--- config.mk ---
export PLATFORM = sky130hd
export DESIGN_NAME = uart_tx_frame_ctrl_flat
export DESIGN_NICKNAME = d
export VERILOG_FILES = /design/src/rtl/uart_tx_pkg.sv /design/src/rtl/uart_tx_frame_ctrl_if.sv /design/src/rtl/uart_tx_serializer.sv /design/src/rtl/uart_tx_frame_ctrl.sv /design/src/flat_wrapper.sv
export SDC_FILE = /design/constraint.sdc
export NUM_CORES = 1
export LEC_CHECK = 0
export ABC_AREA = 1
export BUFFER_PORTS_ARGS = -buffer_cell sky130_fd_sc_hd__buf_4
export CAP_MARGIN = 10
export CORE_MARGIN = 3
export CORE_UTILIZATION = 30
export DETAILED_ROUTE_END_ITERATION = 7
export HOLD_SLACK_MARGIN = 0.06
export PLACE_DENSITY = 0.51
export SETUP_SLACK_MARGIN = 0.3
export SLEW_MARGIN = 25
export SYNTH_ARGS = -nofsm -noshare
export SYNTH_HDL_FRONTEND = slang
export SYNTH_SLANG_ARGS = --single-unit
export TNS_END_PERCENT = 5
--- constraint.sdc ---
create_clock -name CLK -period 1.34 [get_ports CLK]
set_input_delay 0.335 -clock CLK [delete_from_list [all_inputs] [get_ports CLK]]
set_output_delay 0.335 -clock CLK [all_outputs]
set_load 0.05 [all_outputs]
--- src/rtl/uart_tx_pkg.sv ---
// Shared types and line-level constants for the UART transmit framing stage.
package uart_tx_pkg;

  // Framing FSM states, in the order a frame walks through them.
  typedef enum logic [2:0] {
    IDLE   = 3'd0,
    START  = 3'd1,
    DATA   = 3'd2,
    PARITY = 3'd3,
    STOP   = 3'd4
  } tx_state_e;

  localparam logic START_BIT  = 1'b0;
  localparam logic STOP_BIT   = 1'b1;
  localparam logic IDLE_LEVEL = 1'b1;

endpackage

--- src/rtl/uart_tx_frame_ctrl_if.sv ---
// Byte request / serial line bundle between the requester and the framing stage.
interface uart_tx_frame_ctrl_if #(parameter int DATA_WIDTH = 8);
  logic [DATA_WIDTH-1:0] P_DATA;
  logic                  Data_Valid;
  logic                  PAR_EN;
  logic                  Par_Bit;
  logic                  TX_OUT;
  logic                  BUSY;

  modport master (
    output P_DATA, Data_Valid, PAR_EN, Par_Bit,
    input  TX_OUT, BUSY
  );

  modport slave (
    input  P_DATA, Data_Valid, PAR_EN, Par_Bit,
    output TX_OUT, BUSY
  );
endinterface

--- src/rtl/uart_tx_serializer.sv ---
// Shift register plus bit counter for the data portion of a UART frame.
// ser_bit is always the next data bit to go out; ser_done rises once all
// DATA_WIDTH bits have been shifted out of the register.
module uart_tx_serializer #(
  parameter int DATA_WIDTH = 8
) (
  input  logic                  CLK,
  input  logic                  RST,
  input  logic                  load,
  input  logic                  shift_en,
  input  logic                  clear,
  input  logic [DATA_WIDTH-1:0] load_data,
  output logic                  ser_bit,
  output logic                  ser_done
);
  localparam int CW = $clog2(DATA_WIDTH + 1);

  logic [DATA_WIDTH-1:0] shift_r;
  logic [CW-1:0]         cnt_r;

  // Load, shift-right or clear the bit count; the counter stops at DATA_WIDTH.
  always_ff @(posedge CLK) begin
    if (RST) begin
      shift_r <= {DATA_WIDTH{1'b0}};
      cnt_r   <= {CW{1'b0}};
    end else if (load) begin
      shift_r <= load_data;
      cnt_r   <= {CW{1'b0}};
    end else if (shift_en) begin
      shift_r <= {1'b0, shift_r[DATA_WIDTH-1:1]};
      cnt_r   <= cnt_r + CW'(1);
    end else if (clear) begin
      cnt_r   <= {CW{1'b0}};
    end else begin
      shift_r <= shift_r;
      cnt_r   <= cnt_r;
    end
  end

  assign ser_bit  = shift_r[0];
  assign ser_done = (cnt_r == CW'(DATA_WIDTH));
endmodule

--- src/rtl/uart_tx_frame_ctrl.sv ---
// UART transmit framing stage: start bit, LSB-first data, optional parity,
// stop bit. One bit per CLK. TX_OUT and BUSY are registered; BUSY tells the
// parity calculator to stop capturing once a byte has been accepted.
module uart_tx_frame_ctrl
  import uart_tx_pkg::*;
#(
  parameter int DATA_WIDTH = 8
) (
  input  logic                  CLK,
  input  logic                  RST,
  uart_tx_frame_ctrl_if.slave   bus
);
  tx_state_e state_r, next_state_s;
  logic      tx_r, tx_next_s;
  logic      busy_r, busy_next_s;
  logic      par_en_r, par_en_next_s;
  logic      load_s, shift_s, clear_s;
  logic      ser_bit_s, ser_done_s;

  uart_tx_serializer #(.DATA_WIDTH(DATA_WIDTH)) u_ser (
    .CLK       (CLK),
    .RST       (RST),
    .load      (load_s),
    .shift_en  (shift_s),
    .clear     (clear_s),
    .load_data (bus.P_DATA),
    .ser_bit   (ser_bit_s),
    .ser_done  (ser_done_s)
  );

  // Next-state, next line level and serializer controls for each frame phase.
  always_comb begin
    next_state_s  = state_r;
    tx_next_s     = tx_r;
    busy_next_s   = busy_r;
    par_en_next_s = par_en_r;
    load_s        = 1'b0;
    shift_s       = 1'b0;
    clear_s       = 1'b0;
    case (state_r)
      IDLE: begin
        if (bus.Data_Valid) begin
          load_s        = 1'b1;
          par_en_next_s = bus.PAR_EN;
          tx_next_s     = START_BIT;
          busy_next_s   = 1'b1;
          next_state_s  = START;
        end else begin
          tx_next_s     = IDLE_LEVEL;
          busy_next_s   = 1'b0;
        end
      end
      START: begin
        tx_next_s    = ser_bit_s;
        shift_s      = 1'b1;
        next_state_s = DATA;
      end
      DATA: begin
        if (!ser_done_s) begin
          tx_next_s    = ser_bit_s;
          shift_s      = 1'b1;
        end else if (par_en_r) begin
          // Par_Bit was registered by the calculator long before this edge.
          tx_next_s    = bus.Par_Bit;
          next_state_s = PARITY;
        end else begin
          tx_next_s    = STOP_BIT;
          next_state_s = STOP;
        end
      end
      PARITY: begin
        tx_next_s    = STOP_BIT;
        next_state_s = STOP;
      end
      STOP: begin
        tx_next_s    = IDLE_LEVEL;
        busy_next_s  = 1'b0;
        clear_s      = 1'b1;
        next_state_s = IDLE;
      end
      default: begin
        tx_next_s    = IDLE_LEVEL;
        busy_next_s  = 1'b0;
        clear_s      = 1'b1;
        next_state_s = IDLE;
      end
    endcase
  end

  // State and registered outputs; reset aborts any frame in flight.
  always_ff @(posedge CLK) begin
    if (RST) begin
      state_r  <= IDLE;
      tx_r     <= IDLE_LEVEL;
      busy_r   <= 1'b0;
      par_en_r <= 1'b0;
    end else begin
      state_r  <= next_state_s;
      tx_r     <= tx_next_s;
      busy_r   <= busy_next_s;
      par_en_r <= par_en_next_s;
    end
  end

  assign bus.TX_OUT = tx_r;
  assign bus.BUSY   = busy_r;
endmodule

--- src/flat_wrapper.sv ---
// flat-port wrapper written by rule: the top's interface ports become plain ports
module uart_tx_frame_ctrl_flat import uart_tx_pkg::*;
#(
  parameter int DATA_WIDTH = 8
)
  (CLK, RST, bus_P_DATA, bus_Data_Valid, bus_PAR_EN, bus_Par_Bit, bus_TX_OUT, bus_BUSY);
  uart_tx_frame_ctrl_if #(.DATA_WIDTH(DATA_WIDTH)) bus_i ();
  input  logic CLK;
  input  logic RST;
  input wire logic [$bits(bus_i.P_DATA)-1:0] bus_P_DATA;
  input wire logic [$bits(bus_i.Data_Valid)-1:0] bus_Data_Valid;
  input wire logic [$bits(bus_i.PAR_EN)-1:0] bus_PAR_EN;
  input wire logic [$bits(bus_i.Par_Bit)-1:0] bus_Par_Bit;
  output wire logic [$bits(bus_i.TX_OUT)-1:0] bus_TX_OUT;
  output wire logic [$bits(bus_i.BUSY)-1:0] bus_BUSY;
  assign bus_i.P_DATA = bus_P_DATA;
  assign bus_i.Data_Valid = bus_Data_Valid;
  assign bus_i.PAR_EN = bus_PAR_EN;
  assign bus_i.Par_Bit = bus_Par_Bit;
  assign bus_TX_OUT = bus_i.TX_OUT;
  assign bus_BUSY = bus_i.BUSY;
  uart_tx_frame_ctrl #(.DATA_WIDTH(DATA_WIDTH)) u_core (.CLK(CLK), .RST(RST), .bus(bus_i));
endmodule
# After elaboration in Yosys (flattened, before gate mapping)

Index checks and enable logic that the tools add are counted.
W data, S select, Z words.

Flip-flop bits (word level): 18
Input port bits: 13
Output and inout port bits: 2
Logic and storage cells: 38

$add $sub $neg: 1
Equal/unequal tests: 7
Mux-type cells: 17
Reductions and logical operators: 7

Operators with widths:

| operator              | number |
|---|---|
| $mux W8               | 2 |
| $pmux W3 S4           | 1 |
| $mux W3               | 3 |
| $mux W4               | 2 |
| $eq A3 B2 Y1 const B  | 2 |
| $mux W1               | 6 |
| $add A4 B1 Y4 const B | 1 |
| $eq A4 B4 Y1 const B  | 1 |
| $ne A2 B1 Y1 const B  | 2 |
| $pmux W1 S2           | 2 |
| $reduce_and A2 Y1     | 2 |
| $reduce_or A4 Y1      | 1 |
| $eq A3 B1 Y1 const B  | 1 |
| $logic_not A3 Y1      | 1 |
| $pmux W1 S3           | 1 |
| $reduce_or A3 Y1      | 1 |
| $ne A2 B2 Y1 const B  | 1 |
| $reduce_bool A2 Y1    | 1 |
| $reduce_or A2 Y1      | 1 |

# Logic depth before layout (Yosys ltp)

Gate-level depths: netlist (run 1).

Depth in word-level cells: 5
Mapped depth: 7

# By module

A second synthesis (run 1) with hierarchy kept.

Cell total of the unflattened synthesis: 147
Area, all modules: 973.4 um2

Modules (own cells, without submodules):

| module             | instances | cells an instance | area each (um2) | seq. area each (um2) |
|---|---|---|---|---|
| uart_tx_serializer | 1         | 95                | 613.1           | 240.2 |
| uart_tx_frame_ctrl | 1         | 52                | 360.3           | 120.1 |

# Least setup slack after synthesis (run 1)

OpenSTA, ideal clock, no wires.

Path type: register to register
Start: register u_core.u_ser.cnt_r[0]
End: register u_core.u_ser.shift_r[1]
Library setup time: 132 ps
Arrival: 1058 ps
Required time: 1208 ps
Setup slack: 150 ps
Cell stages (with the launch flop): 8
Clock period less this slack: 1190 ps
Cells stage by stage: dfxtp_1 > inv_1 > ha_1 > nand3b_1 > nand2_4 > buf_6 > nand4_1 > a21oi_1

Longest elaborated chain between the ends: 4

RTL lines:

| element                      | RTL line                 | source |
|---|---|---|
| start, declared              | uart_tx_serializer.sv:19 | `logic [CW-1:0] cnt_r;` |
| start signal, assigned       | uart_tx_serializer.sv:25 | `cnt_r <= {CW{1'b0}};` |
| start signal, assigned       | uart_tx_serializer.sv:28 | `cnt_r <= {CW{1'b0}};` |
| start signal, assigned       | uart_tx_serializer.sv:31 | `cnt_r <= cnt_r + CW'(1);` |
| $eq A4 B4 Y1                 | uart_tx_serializer.sv:41 | `assign ser_done = (cnt_r == CW'(DATA_WIDTH));` |
| $mux W1                      | uart_tx_frame_ctrl.sv:59 | `if (!ser_done_s) begin` |
| $pmux W1 S2                  | uart_tx_frame_ctrl.sv:40 | `case (state_r)` |
| $reduce_bool A2 Y1 (no line) | -                        |  |
| end signal, assigned         | uart_tx_serializer.sv:27 | `shift_r <= load_data;` |
| end signal, assigned         | uart_tx_serializer.sv:30 | `shift_r <= {1'b0, shift_r[DATA_WIDTH-1:1]};` |
| end signal, assigned         | uart_tx_serializer.sv:35 | `shift_r <= shift_r;` |
| end, declared                | uart_tx_serializer.sv:18 | `logic [DATA_WIDTH-1:0] shift_r;` |

Every way passes these cells.
A chain may end at the register's enable or synchronous reset.

# Worst setup path after layout (run 1)

Start: register u_core.u_ser.cnt_r[0]
End: register u_core.u_ser.shift_r[7]

The elaborated chain is that of the path after synthesis.

==> impl_summary.md, run 1 <==
Drt
The via count is just over 900. The per-cell via count in the routed design is 4.79. The number of violations reported at the end of detailed-routing iteration 0 is 15. In the routed design, unresolved DRC markers number 0.

Wires add up to around 2300 um. The remaining antenna violation count after routing is 0. The average wire per cell in the routed design is about 12 um. The count of TritonRoute iterations in the first routing pass is 4.

Power
The sequential share of power is between 30% and 40%. The worst-case IR drop observed on VDD is 0.000672 V. For this design the static power due to leakage is between 0.0005 and 0.0006 uW. The relative contribution of combinational cells to total power is a little under three fifths. The portion of total power attributed to the clock network is a little over an eighth.

Of the total power, the share spent switching nets is between 40 and 50%. The internal power of the cells totals 1470 uW. Dividing total power by cell area gives a power density of roughly 2100 nW/um^2. The net switching power of the design is about 1200 uW.

Place
The number of placed instances, taps included is approximately 180. At the end of routability-driven placement, the weighted congestion stood at around 0.82. The worst setup slack after placement is 0.0175 ns.

Once placement finished, the instance area stood at 1100 um^2. Input and output buffers added on the ports amount to 14. After legalization and detailed placement, the total HPWL measured ~1600 um.

Cells and area
The post-route standard cell area excluding fillers is roughly 1300 um^2. 0 antenna diodes ended up in the layout. Leaving out fill and tap cells, the most frequent cell in the layout is nand2_1.

The layout has 310 filler cells. The finished layout holds roughly 190 standard cells, fillers aside. In the layout the commonest cells are nand2_1 (31), buf_4 (24), nand4_1 (20), dfxtp_1 (13), a21oi_1 (11). The area added between synthesis and finish is 33.4%. The layout net count is roughly 170.

The proportion of layout cells with a drive suffix above 1 is 34.9%.

Synth
The sequential element share of the synthesized area is about two fifths. The number of synthesized register bits is 18. Summed over its instances, the top area cell type makes up between 30% and 40% of the synthesized netlist area. Each instance of the synthesized netlist takes up on average ~7.5 um^2.

The cell area after synthesis is between 900 and 1000 um^2. The count of different cell masters after synthesis is 26. The number of nets handed over by synthesis was between 100 and 150. The leading area contributor after synthesis is dfxtp_1. Yosys attributes the largest share of cell area to dfxtp_1 (38%), nand4_1 (13%), nand2_1 (12%). The total number of yosys warnings is 0.

The synthesized instance count is 126.

Clocking
Counting every sink on the clock net gives 18. The clock-pin slew of the registers on the worst-case setup and hold paths is 0.12 ns. The maximum buffer depth of the clock tree is 2. For the worst-skew pair, the clock arrives at the later sink with an insertion delay of approximately 0.30 ns. The cell sitting at the root of the clock tree is a clkbuf_4. The TritonCTS buffer count is 3.

CTS built an H-tree with a depth of 1. For this design, the CTS-stage hold fixing added 0 buffers. TritonCTS built the clock tree.

Min path
The path class of the lowest-slack min-delay path is in2reg. The worst hold path passes through 2 cells. The hold-critical path endpoint is u_core.u_ser.shift_r[7]$_SDFFE_PP0P_. The startpoint of the tightest hold check path is RST.

Floorplan
From bottom edge to top edge, the die measures 62.0 um. The row count is 19. The starting density of the core is about 33%. The number of I/O pins is 15. The die is 62.0 um wide. The floorplan die area is between 3000 and 4000 um^2.

The region available for standard cell placement spans 2880 um^2.

Timing
Setup repair after global routing could not meet its margin everywhere. In this run the tightest slew margin relative to its limit is about four fifths. The final number of hold-violating endpoints was 0.

The final total negative setup slack is 0 ns. The final hold slack is around 0.28 ns. The clock skew after layout is roughly 0.0096 ns. The final critical-path required period is roughly 1.3 ns. The final critical-path setup slack is 0.0704 ns.

The measured slew at the worst slew-check pin is 0.308 ns. Setup violations remaining at the end of the flow were counted as 0. The part of the cycle the worst path needs is a little over nine tenths. The count of pins over their slew limit was 0. For this run, the top clock speed supported by timing is 788 MHz.

Critical path
In this run the critical register-to-register path is captured at u_core.u_ser.shift_r[7]$_SDFFE_PP0P_. The arrival time at the worst endpoint is 1.51 ns. Counting cells, the worst reg-to-reg path comes to 7.

The worst register-to-register path begins at u_core.u_ser.cnt_r[0]$_SDFFE_PP0P_. STA classifies the critical path endpoint as a register. The worst setup path is launched from a register. The biggest fanout along the worst timing path is 6. For the worst setup path, the data required time is about 1.6 ns. The critical path is of the reg2reg type. The register-to-register setup slack is a little over 0.07 ns.

Job
The number of max-cap violations is 0.

Global route
The number of antenna violations at the first check in global routing is 0. The global-route wire length before repair is approximately 3900 um. The maximum number of pins on one net before global-route repair is 15.

The number of global-route vias before repair is 908. Global routing used roughly 14% of the available tracks. Summed over all layers, the global routing overflow is 0.

Status
The flow ran to the end, and the final reports show no timing, DRC or antenna violations.
cells in the mapped netlist:
cell type  number
o21ai_0         1
nand4_1        20
nand2_4         1
o21ai_1         2
nor2_4          1
xor2_1          1
nand2_2         3
nor2_1          4
a21oi_1        14
buf_6           2
nand3_2         2
nor3_1          2
clkbuf_1        1
buf_2           2
nand3b_1        1
inv_1           7
xnor2_1         1
nor2_2          1
buf_4           1
ha_1            2
inv_2           2
nand2_1        31
nand3_1         4
dfxtp_1        18
or2_1           1
o21bai_1        1
critical path: stages, from the launching register on:
cell,delay [ns]
dfxtp_2,0.34
inv_2,0.07
ha_4,0.12
nand3b_1,0.17
nand2_4,0.17
buf_4,0.13
nand4_1,0.09
a21oi_2,0.14
how the worst max path moves through the flow:
stage | from | end | slack [ns] | cells past startpoint
6_report | u_core.u_ser.cnt_r[0]$_SDFFE_PP0P_ | u_core.u_ser.shift_r[7]$_SDFFE_PP0P_ | 0.07 | 7
5_1_grt | u_core.u_ser.cnt_r[0]$_SDFFE_PP0P_ | u_core.u_ser.shift_r[7]$_SDFFE_PP0P_ | -0.06 | 7
4_1_cts | u_core.u_ser.cnt_r[1]$_SDFFE_PP0P_ | u_core.u_ser.cnt_r[0]$_SDFFE_PP0P_ | 0.06 | 7
3_5_place_dp | u_core.u_ser.cnt_r[0]$_SDFFE_PP0P_ | u_core.u_ser.shift_r[4]$_SDFFE_PP0P_ | 0.02 | 7
3_3_place_gp | u_core.state_r[1]$_SDFFE_PP0P_ | u_core.u_ser.shift_r[3]$_SDFFE_PP0P_ | 0.05 | 6
2_1_floorplan | u_core.u_ser.cnt_r[0]$_SDFFE_PP0P_ | u_core.u_ser.shift_r[1]$_SDFFE_PP0P_ | 0.22 | 7
state kept, by name, summed over array words and instances (netlist names):
name,flops
u_core.state_r,3
u_core.u_ser.shift_r,8
u_core.bus.TX_OUT,1
u_core.u_ser.cnt_r,4
u_core.par_en_r,1
u_core.bus.BUSY,1
routing by layer:
| layer | GRT usage (%) | wire [um] |
|---|---|---|
| met1 | 17.1 | 1080 |
| met2 | 23.4 | 1090 |
| met3 | 2.69 | 119 |
| met4 | 6.06 | 19 |
| met5 | 0 | 0 |
timing repair:
action,4_1_cts,5_1_grt
buffers inserted,7,0
gates cloned,1,0
gates resized for setup,6,8
setup endpoints to repair,19,19
pin swaps,3,5
final cells by class:
type,count,area [um^2],share of cell area [%]
multi-input combinational,94,548,43.7
sequential,18,367,29.2
timing repair buffer,27,218,17.3
tap,42,52.6,4.19
clock buffer,4,36.3,2.89
inverter,9,33.8,2.69
metrics by stage:
step                power (uW)  utilization [%]
floorplan                 1720                -
global placement          2000             38.4
detailed placement        2020             38.4
CTS                       2550             42.5
global route              2840             43.6
finish                    2630             43.6
power groups by stage:
stage	combinational (uW)	sequential, uW	clock (uW)
global placement	1180	829	0
floorplan	845	879	0
global route	1620	850	373
CTS	1370	819	362
finish	1460	829	345
detailed placement	1180	832	0
cell families after synthesis:
logic type | Yosys count | share of synthesized area [%]
flops | 18 | 38.3
xor+xnor | 2 | 1.86
compound gates | 18 | 9.84
simple gates | 71 | 39.1
buf+inv | 15 | 8.25
fa+ha+maj | 2 | 2.66
Power figures use the tool's default switching activity.
==> inputs of run 2 (changes only) <==
--- a/config.mk
+++ b/config.mk
@@ -13,6 +13,7 @@
 export DETAILED_ROUTE_END_ITERATION = 7
 export HOLD_SLACK_MARGIN = 0.06
 export PLACE_DENSITY = 0.51
+export RECOVER_POWER = 50
 export SETUP_SLACK_MARGIN = 0.3
 export SLEW_MARGIN = 25
 export SYNTH_ARGS = -nofsm -noshare
==> constraint.sdc (replaced) <==
create_clock -name CLK -period 1.45 [get_ports CLK]
set_input_delay 0.3625 -clock CLK [delete_from_list [all_inputs] [get_ports CLK]]
set_output_delay 0.3625 -clock CLK [all_outputs]
set_load 0.05 [all_outputs]
==> run 2 against run 1 <==
Effect of this change:
- combinational power fell by 5%
- register-to-register slack improved by 0.096 ns
- setup slack better by 0.096 ns
- utilization grew 0.087 points
- critical path depth down 2
- clock power decreased by 10%
- fmax down 1.1%
- sequential power shrank 12%
- critical endpoint is now u_core.u_ser.shift_r[4]$_SDFFE_PP0P_
- largest cell class unchanged
- highest routed layer unchanged
==> impl_summary.md, run 2 (same netlist as run 1, synthesis figures left out) <==
Status
The run finished with clean final reports.

Critical path
The cell repeated most along the worst path is nand3_2. For the worst setup path, the data arrival time is between 1.5 and 2 ns. Traced cell by cell, the critical path runs through nor2_4 > nand3_2 > nand3_2 > nand2_1 > a21oi_1. The element type at the critical path start is a register. The required time at the worst-slack endpoint is 1.68 ns.

The worst setup path is captured at a register. For this run, the slowest stage of the critical path takes between 0.3 and 0.4 ns. The class of the most critical setup path is reg2reg.

Along the worst path, the maximum fanout reaches 8. The slowest library cell on the worst path is dfxtp_1.

Drt
The per-cell via count in the routed design is 4.78. The first routing iteration left 26 violations. For this run, the detailed router's first-pass iteration total came to 4.

The remaining antenna violation count after routing is 0. After detailed routing, the number of remaining DRC violations is 0. The total wirelength of the detailed-routed design is 2290 um. In the final routed layout, each cell accounts on average for 11.7 um. The via count is approximately 940.

Cells and area
The number of diodes added for antenna fixing is 0. The area added between synthesis and finish is 33.6%. The number of flip-flops in the largest register is 8. After filler insertion, the fill cell instance count of the layout stands at just over 300. The register name with the most flops is u_core.u_ser.shift_r. The post-route standard cell area excluding fillers is between 1000 and 1500 um^2. The final layout contains 170 nets. The top cell types in the final layout, fill and taps aside, are nand2_1 (31), buf_4 (23), nand4_1 (20), a21oi_1 (14), dfxtp_1 (14). The post-route netlist has 33.8% of its cells at a drive strength greater than 1. The most common library cell in the layout ignoring fill and taps is nand2_1. The largest registers in the layout are u_core.u_ser.shift_r x8, u_core.u_ser.cnt_r x4, u_core.state_r x3.

Timing
The worst slew slack as a fraction of its limit is between 80% and 90%. The count of pins over their slew limit came to 0. The smallest clock period supported by the final layout is computed as around 1.3 ns.

Setup repair after global routing could not meet its margin everywhere. The measured slew at the worst slew-check pin is between 0.2 and 0.3 ns. The final hold slack is between 0.3 and 0.4 ns. The final number of hold-violating endpoints is 0. The part of the cycle the worst path needs is 88.5%. The final total negative setup slack is 0 ns. The number of setup violations in the final report is 0. On the final layout, the worst clock skew is ~0.0015 ns. The maximum clock frequency is 779 MHz.

Global route
The number of antenna violations at the first check in global routing was 0. Entering global routing, the biggest net connects 18 pins. The overall fraction of global-route tracks in use is a little over an eighth. Summed over all layers, the global routing overflow is 0. The first global-routing pass estimated ~3800 um of wire. met2 is the most crowded layer. For this run, global-route usage on met2 was measured as between 10% and 20%.

Global routing used under 10% of the available met3 tracks. The met1 usage in global routing is 19.0%. The number of global-route vias before repair came to between 800 and 900.

Power
Power spread over the standard cell area amounts to approximately 1900 nW/um^2. The leakage power is roughly 0.00054 uW. The switching share of power is 44.1%. The post-layout total power is 2430 uW. Per report_power, the combinational group accounts for a little under three fifths of the total.

Across the VDD grid, the largest voltage drop is just under 0.0007 V. The internal portion of the total power is about 1400 uW. The sequential share of power is a little under a third. The net switching power of the design is between 1000 and 1500 uW. Of the total power, the clock network draws 12.7%.

Job
The number of max-cap violations is 0.

Clocking
The maximum buffer depth of the clock tree is 2. The TritonCTS buffer count is 3. The insertion delay of the later-clocked pin in the worst-skew pair is between 0.2 and 0.3 ns. The tree built by TritonCTS fans out to 18 sinks. The number of levels the H-tree was split into is 1. The clock root buffer is clkbuf_4. The clock-pin slew of the registers on the worst-case setup and hold paths is ~0.10 ns. The clock tree from TritonCTS is done.

Floorplan
In this run the horizontal extent of the chip is ~62 um. Once the floorplan was initialized, standard cells occupied around a third of the core. The floorplan step defined a die boundary enclosing approximately 3800 um^2. The row count is 19. The floorplan step set the die height to around 62 um.

15 I/O pins were placed. The core box area is around 2900 um^2.

Place
The congestion estimate from routability-driven global placement came to 0.752. After legalization and detailed placement, the total HPWL measured 1560 um. The number of port buffers is 14. In this run the cell area measured after placement is between 1000 and 1500 um^2.

Min path
The worst hold path belongs to the class in2reg.
==> run 2: cell types whose count changed in the layout (fill, tap and decap cells not counted), sizes merged <==
cell    previous run  this run
nand2             36        35
nand3              6         7
clkbuf             4         7
buf               27        26
==> run 2: power groups by stage <==
stage	Sequential (uW)	Combinational [uW]	Clock, uW
floorplan	813	778	0
global placement	742	1100	0
detailed placement	744	1100	0
CTS	724	1340	317
global route	751	1530	343
finish	733	1390	309
==> run 2: through the flow <==
stage          utilization (%)  instances  setup WS [ns]
2_1_floorplan                -        126          0.303
6_report                  43.7        196          0.166
5_1_grt                   43.7        196         0.0722
3_3_place_gp              38.1        181          0.121
4_1_cts                   43.3        193          0.193
3_5_place_dp              38.1        181         0.0997
==> run 2: layer usage <==
metal	share of wire [%]	wire length, um
met1	51	1160
met2	44	1020
met3	3.5	80
met4	1.4	31
met5	0	0
==> run 2: area by class of cell <==
type | instances | area [um^2] | share of cell area, %
Timing Repair Buffer | 29 | 229 | 18.2
Clock buffer | 4 | 36.3 | 2.89
Sequential cell | 18 | 365 | 29.1
Inverter | 9 | 33.8 | 2.69
Multi-Input combinational cell | 94 | 541 | 43.0
Tap cell | 42 | 52.6 | 4.18
==> run 2: path summary, 6_finish.rpt <==
| check | depth (start not counted) | endpoint | slack [ns] | start |
|---|---|---|---|---|
| worst max-delay path | 5 | u_core.u_ser.shift_r[4]$_SDFFE_PP0P_ | 0.17 | u_core.state_r[2]$_SDFFE_PP0P_ |
| worst max register to register | 5 | u_core.u_ser.shift_r[4]$_SDFFE_PP0P_ | 0.17 | u_core.state_r[2]$_SDFFE_PP0P_ |
| worst min-delay path | 2 | u_core.u_ser.shift_r[0]$_SDFFE_PP0P_ | 0.33 | RST |
| worst min register to register | 2 | u_core.bus.BUSY$_SDFFE_PP0N_ | 0.49 | u_core.bus.BUSY$_SDFFE_PP0N_ |
==> run 2: worst max-delay path, delay by kind of cell (launching register included) <==
family	cells	cell delay, ns
simple gates	4	0.71
flops	1	0.37
compound gates	1	0.14
==> run 2: repair_timing <==
item / 4_1_cts / 5_1_grt
resized for setup: 9 / 4
endpoints found under the setup margin: 19 / 19
cloned: 0 / 1
pin swaps: 3 / 6
hold buffers: 0 / 0
buffers inserted: 8 / 2
